File: src/rtl/div_iter_unit_if.sv
// Request/response bundle between dispatch and the iterative divider.
// The master issues divide requests; the slave returns one result per accepted request.
interface div_iter_unit_if;
    logic        kill_i;
    logic        valid_i;
    logic        ready_o;
    logic        op_signed_i;
    logic        op_word_i;
    logic        op_rem_i;
    logic [63:0] dividend_i;
    logic [63:0] divisor_i;
    logic        valid_o;
    logic [63:0] result_o;

    modport master (
        output kill_i, valid_i, op_signed_i, op_word_i, op_rem_i,
        output dividend_i, divisor_i,
        input  ready_o, valid_o, result_o
    );

    modport slave (
        input  kill_i, valid_i, op_signed_i, op_word_i, op_rem_i,
        input  dividend_i, divisor_i,
        output ready_o, valid_o, result_o
    );
endinterface

File: src/rtl/div_iter_unit.sv
// Iterative 64-bit divider for the execute stage, 2*SLICES_PER_CYCLE quotient bits per cycle.
// Define DIV_SPECIAL_FAST_EN to skip the iterations for divide-by-zero and signed overflow.
module div_iter_unit #(
    parameter int SLICES_PER_CYCLE = 1
) (
    input logic           clk_i,
    input logic           rst_i,
    div_iter_unit_if.slave io
);

    typedef enum logic [1:0] {
        IDLE = 2'd0,
        ITER = 2'd1,
        DONE = 2'd2
    } state_t;

    localparam int         NFULL = 32 / SLICES_PER_CYCLE;
    localparam logic [5:0] N64   = 6'(NFULL);
    localparam logic [5:0] NWORD = 6'(NFULL / 2);
    localparam logic [63:0] MIN64 = {1'b1, 63'd0};
    localparam logic [63:0] MINW  = {{33{1'b1}}, 31'd0};

    // Restoring slice: two quotient bits per call; the borrow of the trial
    // subtraction decides each bit.
    function automatic logic [127:0] div_4bits(
        input logic [63:0] rem,
        input logic [63:0] dq,
        input logic [63:0] dvs
    );
        logic [64:0] t;
        logic [64:0] diff;
        logic [63:0] r;
        logic [63:0] d;
        r = rem;
        d = dq;
        for (int b = 0; b < 2; b++) begin
            t    = {r, d[63]};
            diff = t - {1'b0, dvs};
            d    = {d[62:0], ~diff[64]};
            r    = diff[64] ? t[63:0] : diff[63:0];
        end
        return {r, d};
    endfunction

    state_t      state_q, state_d;
    logic [5:0]  cnt_q, cnt_d;
    logic [63:0] rem_q, rem_d;
    logic [63:0] dq_q, dq_d;
    logic [63:0] dvs_q, dvs_d;
    logic [63:0] orig_q, orig_d;
    logic        negq_q, negq_d;
    logic        negr_q, negr_d;
    logic        word_q, word_d;
    logic        remop_q, remop_d;
    logic        div0_q, div0_d;
    logic        ovf_q, ovf_d;

    logic        acc;
    logic [63:0] dvd_e, dvs_e;
    logic        sd, sv;
    logic [63:0] abs_dvd, abs_dvs;
    logic        is_div0, is_ovf;
    logic [127:0] step;
    logic [63:0] q, r, res;

    always_comb begin
        acc     = io.valid_i & (state_q == IDLE) & ~io.kill_i;
        dvd_e   = io.dividend_i;
        dvs_e   = io.divisor_i;
        if (io.op_word_i) begin
            dvd_e = {{32{io.op_signed_i & io.dividend_i[31]}}, io.dividend_i[31:0]};
            dvs_e = {{32{io.op_signed_i & io.divisor_i[31]}}, io.divisor_i[31:0]};
        end
        sd      = io.op_signed_i & dvd_e[63];
        sv      = io.op_signed_i & dvs_e[63];
        abs_dvd = sd ? -dvd_e : dvd_e;
        abs_dvs = sv ? -dvs_e : dvs_e;
        is_div0 = (dvs_e == 64'd0);
        is_ovf  = io.op_signed_i & (dvs_e == '1)
                & (dvd_e == (io.op_word_i ? MINW : MIN64));

        step = {rem_q, dq_q};
        for (int s = 0; s < SLICES_PER_CYCLE; s++) begin
            step = div_4bits(step[127:64], step[63:0], dvs_q);
        end

        state_d = state_q;
        cnt_d   = cnt_q;
        rem_d   = rem_q;
        dq_d    = dq_q;
        dvs_d   = dvs_q;
        orig_d  = orig_q;
        negq_d  = negq_q;
        negr_d  = negr_q;
        word_d  = word_q;
        remop_d = remop_q;
        div0_d  = div0_q;
        ovf_d   = ovf_q;

        unique case (state_q)
            IDLE: begin
                if (acc) begin
                    rem_d   = 64'd0;
                    dq_d    = io.op_word_i ? {abs_dvd[31:0], 32'd0} : abs_dvd;
                    dvs_d   = abs_dvs;
                    orig_d  = dvd_e;
                    negq_d  = sd ^ sv;
                    negr_d  = sd;
                    word_d  = io.op_word_i;
                    remop_d = io.op_rem_i;
                    div0_d  = is_div0;
                    ovf_d   = is_ovf;
                    cnt_d   = io.op_word_i ? NWORD : N64;
                    state_d = ITER;
`ifdef DIV_SPECIAL_FAST_EN
                    if (is_div0 | is_ovf) state_d = DONE;
`else
                    state_d = ITER;
`endif
                end
            end
            ITER: begin
                rem_d = step[127:64];
                dq_d  = step[63:0];
                cnt_d = cnt_q - 6'd1;
                if (cnt_q == 6'd1) state_d = DONE;
            end
            DONE: state_d = IDLE;
            default: state_d = IDLE;
        endcase

        if (io.kill_i) state_d = IDLE;

        q = negq_q ? -dq_q : dq_q;
        r = negr_q ? -rem_q : rem_q;
        // Overflow quotient equals the dividend itself (the MIN value).
        if (div0_q) begin
            q = '1;
            r = orig_q;
        end else if (ovf_q) begin
            q = orig_q;
            r = 64'd0;
        end
        res = remop_q ? r : q;
        if (word_q) res = {{32{res[31]}}, res[31:0]};
    end

    assign io.ready_o  = (state_q == IDLE);
    assign io.valid_o  = (state_q == DONE) & ~io.kill_i;
    assign io.result_o = io.valid_o ? res : 64'd0;

    always_ff @(posedge clk_i or posedge rst_i) begin
        if (rst_i) begin
            state_q <= IDLE;
            cnt_q   <= '0;
            rem_q   <= '0;
            dq_q    <= '0;
            dvs_q   <= '0;
            orig_q  <= '0;
            negq_q  <= 1'b0;
            negr_q  <= 1'b0;
            word_q  <= 1'b0;
            remop_q <= 1'b0;
            div0_q  <= 1'b0;
            ovf_q   <= 1'b0;
        end else begin
            state_q <= state_d;
            cnt_q   <= cnt_d;
            rem_q   <= rem_d;
            dq_q    <= dq_d;
            dvs_q   <= dvs_d;
            orig_q  <= orig_d;
            negq_q  <= negq_d;
            negr_q  <= negr_d;
            word_q  <= word_d;
            remop_q <= remop_d;
            div0_q  <= div0_d;
            ovf_q   <= ovf_d;
        end
    end

endmodule
File: src/flat_wrapper.sv
// flat-port wrapper written by rule: the top's interface ports become plain ports
module div_iter_unit_flat 
#(
    parameter int SLICES_PER_CYCLE = 1
)
  (clk_i, rst_i, io_kill_i, io_valid_i, io_op_signed_i, io_op_word_i, io_op_rem_i, io_dividend_i, io_divisor_i, io_ready_o, io_valid_o, io_result_o);
  div_iter_unit_if io_i ();
  input logic clk_i;
  input logic rst_i;
  input wire logic [$bits(io_i.kill_i)-1:0] io_kill_i;
  input wire logic [$bits(io_i.valid_i)-1:0] io_valid_i;
  input wire logic [$bits(io_i.op_signed_i)-1:0] io_op_signed_i;
  input wire logic [$bits(io_i.op_word_i)-1:0] io_op_word_i;
  input wire logic [$bits(io_i.op_rem_i)-1:0] io_op_rem_i;
  input wire logic [$bits(io_i.dividend_i)-1:0] io_dividend_i;
  input wire logic [$bits(io_i.divisor_i)-1:0] io_divisor_i;
  output wire logic [$bits(io_i.ready_o)-1:0] io_ready_o;
  output wire logic [$bits(io_i.valid_o)-1:0] io_valid_o;
  output wire logic [$bits(io_i.result_o)-1:0] io_result_o;
  assign io_i.kill_i = io_kill_i;
  assign io_i.valid_i = io_valid_i;
  assign io_i.op_signed_i = io_op_signed_i;
  assign io_i.op_word_i = io_op_word_i;
  assign io_i.op_rem_i = io_op_rem_i;
  assign io_i.dividend_i = io_dividend_i;
  assign io_i.divisor_i = io_divisor_i;
  assign io_ready_o = io_i.ready_o;
  assign io_valid_o = io_i.valid_o;
  assign io_result_o = io_i.result_o;
  div_iter_unit #(.SLICES_PER_CYCLE(SLICES_PER_CYCLE)) u_core (.clk_i(clk_i), .rst_i(rst_i), .io(io_i));
endmodule
File: config.mk
export PLATFORM = sky130hd
export DESIGN_NAME = div_iter_unit_flat
export DESIGN_NICKNAME = d
export VERILOG_FILES = /design/src/rtl/div_iter_unit_if.sv /design/src/rtl/div_iter_unit.sv /design/src/flat_wrapper.sv
export SDC_FILE = /design/constraint.sdc
export NUM_CORES = 2
export LEC_CHECK = 0
export CELL_PAD_IN_SITES_DETAIL_PLACEMENT = 1
export CELL_PAD_IN_SITES_GLOBAL_PLACEMENT = 1
export CORE_MARGIN = 8
export CORE_UTILIZATION = 50
export CTS_BUF_LIST = sky130_fd_sc_hd__clkbuf_4 sky130_fd_sc_hd__clkbuf_8
export DETAILED_ROUTE_END_ITERATION = 10
export GPL_TIMING_DRIVEN = 0
export PLACE_DENSITY_LB_ADDON = 0.25
export SYNTH_ARGS = -nofsm -noshare
export SYNTH_HDL_FRONTEND = slang
export SYNTH_SLANG_ARGS = --single-unit
File: constraint.sdc
create_clock -name clk_i -period 13.6 [get_ports clk_i]
set_input_delay 2.72 -clock clk_i [delete_from_list [all_inputs] [get_ports clk_i]]
set_output_delay 2.72 -clock clk_i [all_outputs]
set_load 0.05 [all_outputs]
**Word-level counts from Yosys, hierarchy flattened**

Cells that the tools add are included.
Widths: inputs -> output; s select.

- Flip-flop bits (word level): 270
- Input port bits: 135
- Output and inout port bits: 66
- Logic and storage cells: 74

- Add/subtract/negate cells: 7
- Eq/ne operators: 8
- Muxes and demuxes: 28
- Bitwise gates (word level): 13
- Reductions and logical operators: 6

Operators with widths:

| cell | number |
|---|---|
| $mux 64 | 18 |
| $neg 64->64 | 4 |
| $pmux 64 s2 | 2 |
| $sub 65x64->65 | 2 |
| $eq 64x64->1 | 1 |
| $eq 64x64->1 const B | 1 |
| $logic_not 64->1 | 1 |
| $mux 63 | 1 |
| $mux 6 | 2 |
| $pmux 6 s2 | 1 |
| $and 1x1->1 | 9 |
| $eq 6x1->1 const B | 1 |
| $mux 2 | 3 |
| $ne 3x2->1 const B | 2 |
| $reduce_and 2->1 | 3 |
| $sub 6x1->6 const B | 1 |
| $pmux 2 s2 | 1 |
| $not 1->1 | 3 |
| $eq 2x1->1 const B | 1 |
| $eq 2x2->1 const B | 1 |
| $logic_not 2->1 | 1 |
| $ne 2x1->1 const B | 1 |
| $reduce_bool 2->1 | 1 |
| $xor 1x1->1 | 1 |

**Depth between registers and ports, before layout**

- Depth in word-level cells: 7
- Mapped depth: 32
- Mapped depth without buffers: 27

**Worst setup path before layout**

Ideal clock, no wire load.

- Path type: input -> output
- Start point: input io_kill_i
- End point: output io_result_o[20]
- Data arrival time: 4.466 ns
- Required time: 10.880 ns
- Path slack: 6.414 ns
- Stages: 6
- Path buffers: 1
- Path through: nor2_1 -> nand2_1 -> inv_1 -> clkbuf_1 -> o21ai_0 -> nor2_1

- Cells in the longest elaborated chain, start to end: 3

RTL lines:

| what | RTL line | source |
|---|---|---|
| from (decl) | flat_wrapper.sv:10 | `input wire logic [$bits(io_i.kill_i)-1:0] io_kill_i;` |
| $not 1->1 | div_iter_unit.sv:149 | `assign io.valid_o = (state_q == DONE) & ~io.kill_i;` |
| $and 1x1->1 | div_iter_unit.sv:149 |  |
| via io_valid_o | flat_wrapper.sv:18 | `output wire logic [$bits(io_i.valid_o)-1:0] io_valid_o;` |
| $mux 64 | div_iter_unit.sv:150 | `assign io.result_o = io.valid_o ? res : 64'd0;` |
| to (decl) | flat_wrapper.sv:19 | `output wire logic [$bits(io_i.result_o)-1:0] io_result_o;` |

The timed path passes the listed nets, and every way through them passes these cells.

**Worst setup path after layout**

- Start point: register u_core.dvs_q[12]
- End point: register u_core.rem_q[41]

- Cells in the longest elaborated chain, start to end: 5

RTL lines:

| what | RTL line | source |
|---|---|---|
| from (decl) | div_iter_unit.sv:49 | `logic [63:0] dvs_q, dvs_d;` |
| from (signal assigned) | div_iter_unit.sv:171 | `dvs_q <= dvs_d;` |
| $sub 65x64->65 | div_iter_unit.sv:38 | `diff = t - {1'b0, dvs};` |
| $mux 64 | div_iter_unit.sv:40 | `r = diff[64] ? t[63:0] : diff[63:0];` |
| $sub 65x64->65 | div_iter_unit.sv:38 |  |
| $mux 64 * | div_iter_unit.sv:40 |  |
| $pmux 64 s2 * | div_iter_unit.sv:100 | `unique case (state_q)` |
| to (signal assigned) | div_iter_unit.sv:169 | `rem_q <= rem_d;` |
| to (decl) | div_iter_unit.sv:47 | `logic [63:0] rem_q, rem_d;` |

Mark *: on every way between the ends. The rest lies on a longest branch, timed or not.
A chain may end at the register's enable or synchronous reset.

==> flow_summary.yaml <==
setup_path:
  reg2regPathDepth: 29
  cp.arrival_ns: 10.77
  cp_slowest_cell: "a211oi_1"
  critPathKind: "flip-flop to flip-flop"
  crit_start: "u_core.dvs_q[12]"
  cp-end-kind: "flip-flop"
  r2r-start: "u_core.dvs_q[12]"
  critPathRequiredTime_ns: 14.13
  critPathMaxStageDelay_ns: 0.96
  path_max_fanout: 10
  start_kind: "flip-flop"
sta:
  rsz0062_at_grt: "false"
  relSlewSlack_pct: 5.920
  fin_crit_sh_pct: 75.33
  slew_viol_final: 0
  hold_viol_final: 0
  fin_crit_ns: 10.24
  setup_viol: 0
  fmax_mhz: 97.61
  totalNegativeSetupSlack_ns: 0
  worst_slew_pin_slew_ns: 1.411
  skew_ns: 0.04761
synth:
  ys_types: 92
  ys.flop_type: "dfrtp_1"
  synth-edff-count: 0
  synthTopCellsByArea: "dfrtp_1, o21ai_0, nand2_1, a21oi_1, ha_1"
  ys_ff_latch: 270
  synth_cells: 3684
  synth_top_area_cell: "dfrtp_1"
  syn_area_per_cell_sq_um: 7.513
  syn-num-nets: 3956
  ys_warn_count: 0
  ys_seq_area_share_pct: 24.41
  netlist_area_sq_um: 27680
  async_flop_share_pct: 100.0
  yosys.area.top_type_share_pct: 24.41
clock_network:
  cts_htree_levels: 2
  path_clk_slew_ns: 0.06
  hold_buffers: 0
  cts_buffers: 52
  postCtsSetupRepairBufs: 0
  ctsResizeCount: 0
  clock_path_buffers: 3
  clkSinkCount: 270
  cts_tree: "yes"
  cts_root_buf: "clkbuf_8"
  clock_latency_ns: 0.69
drt:
  dr.first_iter.drc_count: 3850
  ant_nets: 0
  wl_per_cell_um: 29.92
  dr.pass1.iters: 8
  wl_um: 140100
  vias: 32560
  drc: 0
  vias_per_cell: 6.953
placement:
  place_inst: 4587
  io_buffers: 197
  gp_congestion: 1.055
  dp.final_hpwl_um: 112500
final_layout:
  nNetsFinal: 4209
  nFillCells: 7035
  drive_gt1_share_pct: 5.659
  multi_input_area_sq_um: 19520
  fin_cells: 4682
  syn2layout_area_growth_pct: 14.69
  regArea_sq_um: 6756
min_path:
  hp-start: "u_core.dvs_q[60]"
  holdPathStages: 2
  hold_path.class: "flip-flop to flip-flop"
floorplan:
  pin_count: 201
  row_count: 86
  die_h_um: 251.3
  die_w_um: 251.3
  start_util_pct: 50.44
  coreArea_sq_um: 54880
  die-area_sq_um: 63140
global_routing:
  grtUsageTotal_pct: 42.57
  grt_pass1_wl_um: 206300
  grt_max_degree: 123
  antenna_found_initial: 10
  grt_pass1_vias: 32440
  grt_overflow_total: 0
status:
  status: "finished clean"
job:
  cap_violations: 0
metrics by stage:
stage	utilization [%]	hold slack [ns]	setup WS [ns]	instance area, sq um
global placement	55.63	0.4617	-0.3747	30530
global route	57.84	0.5225	3.177	31740
finish	57.85	0.4910	3.355	31740
detailed placement	55.75	0.4697	4.021	30590
CTS	57.84	0.4849	3.961	31740
floorplan	-	0.4432	3.441	27680
cells in the final DEF (no fill, tap or decap), types with 27 or more instances in the layout:
| cell type | count |
|---|---|
| a211oi_1 | 30 |
| a21o_1 | 73 |
| a21oi_1 | 362 |
| a22oi_1 | 64 |
| a31oi_1 | 46 |
| and3_1 | 30 |
| clkbuf_1 | 197 |
| clkbuf_8 | 65 |
| clkdlybuf4s50_1 | 197 |
| dfrtp_1 | 270 |
| ha_1 | 135 |
| inv_1 | 131 |
| mux2_2 | 56 |
| mux2i_1 | 78 |
| nand2_1 | 484 |
| nand3_1 | 56 |
| nand4_1 | 52 |
| nor2_1 | 251 |
| nor3_1 | 59 |
| nor4_1 | 27 |
| o21ai_0 | 387 |
| o22ai_1 | 46 |
| o31ai_1 | 59 |
| o41ai_1 | 28 |
| or3_1 | 35 |
| xnor2_1 | 175 |
| xor2_1 | 181 |
layer usage:
metal	vias to the layer above	part of all wire (%)	global-route usage, %	wire (um)
li1	13940	-	-	-
met1	15980	40	55.09	55500
met2	2136	42	62.57	58240
met3	489	13	14.75	18160
met4	10	5.8	21.28	8122
met5	-	0.051	0	71
cell type report:
type / instances / area share, %
buffer: 228 / 2.838
sequential: 270 / 21.28
clock buffer: 77 / 3.102
inverter: 133 / 1.596
antenna: 2 / 0.01577
clock inverter: 16 / 0.5085
timing repair buffer: 199 / 6.385
multi-input combinational: 3053 / 61.50
tap: 704 / 2.775
cell families (layout without fill, tap and decap cells):
kind of cell | count (synthesis) | in the layout | synth area share, %
compound gates | 1290 | 1290 | 28.67
xor+xnor | 356 | 356 | 11.27
fa+ha+maj | 137 | 137 | 6.247
buf+inv | 361 | 653 | 5.059
flops | 270 | 270 | 24.41
mux | 134 | 134 | 5.099
other cells | 0 | 2 | 0
simple gates | 1136 | 1136 | 19.25
cells in the mapped netlist, types with 18 or more instances:
library cell	instances
nand2b_1	26
xor2_1	181
o41ai_1	28
and3_1	30
mux2i_1	78
a31oi_1	46
o221ai_1	18
a211oi_1	30
clkbuf_1	197
mux2_2	56
a221oi_1	23
nand3_1	56
nor3_1	59
o21ai_0	387
or3_1	35
a22oi_1	64
inv_1	132
o21bai_1	20
xnor2_1	175
or4_1	25
a21oi_1	362
o22ai_1	46
nand4_1	52
dfrtp_1	270
o211ai_1	23
and2_1	20
nor2_1	251
ha_1	135
o31ai_1	59
nand2_1	484
a21o_1	73
nor4_1	27
registers in the layout, indices dropped and copies added (netlist names):
signal and flops:
u_core.dq_q 64, u_core.div0_q 1, u_core.negr_q 1, u_core.remop_q 1
u_core.word_q 1, u_core.rem_q 64, u_core.dvs_q 64, u_core.state_q 2
u_core.cnt_q 6, u_core.ovf_q 1, u_core.negq_q 1, u_core.orig_q 64
worst paths after layout:
path | endpoint | slack [ns]
setup / recovery | u_core.rem_q[41] | 3.36
hold / removal | u_core.dvs_q[60] | 0.49
setup reg to reg | u_core.rem_q[41] | 3.36
hold reg to reg | u_core.dvs_q[60] | 0.49
max in group asynchronous | u_core.dvs_q[25] | 9.68
min in group asynchronous | u_core.orig_q[21] | 2.46
worst max-delay path: cells and delay by family, from the launching register on:
kind | cells | cell delay [ns]
compound gates | 11 | 3.99
simple gates | 8 | 2.13
buf+inv | 6 | 1.75
fa+ha+maj | 2 | 0.85
mux | 2 | 0.83
flops | 1 | 0.55
Power is not shown: default switching activity piles up to over one toggle a cycle in this logic, so the estimate is an artifact.
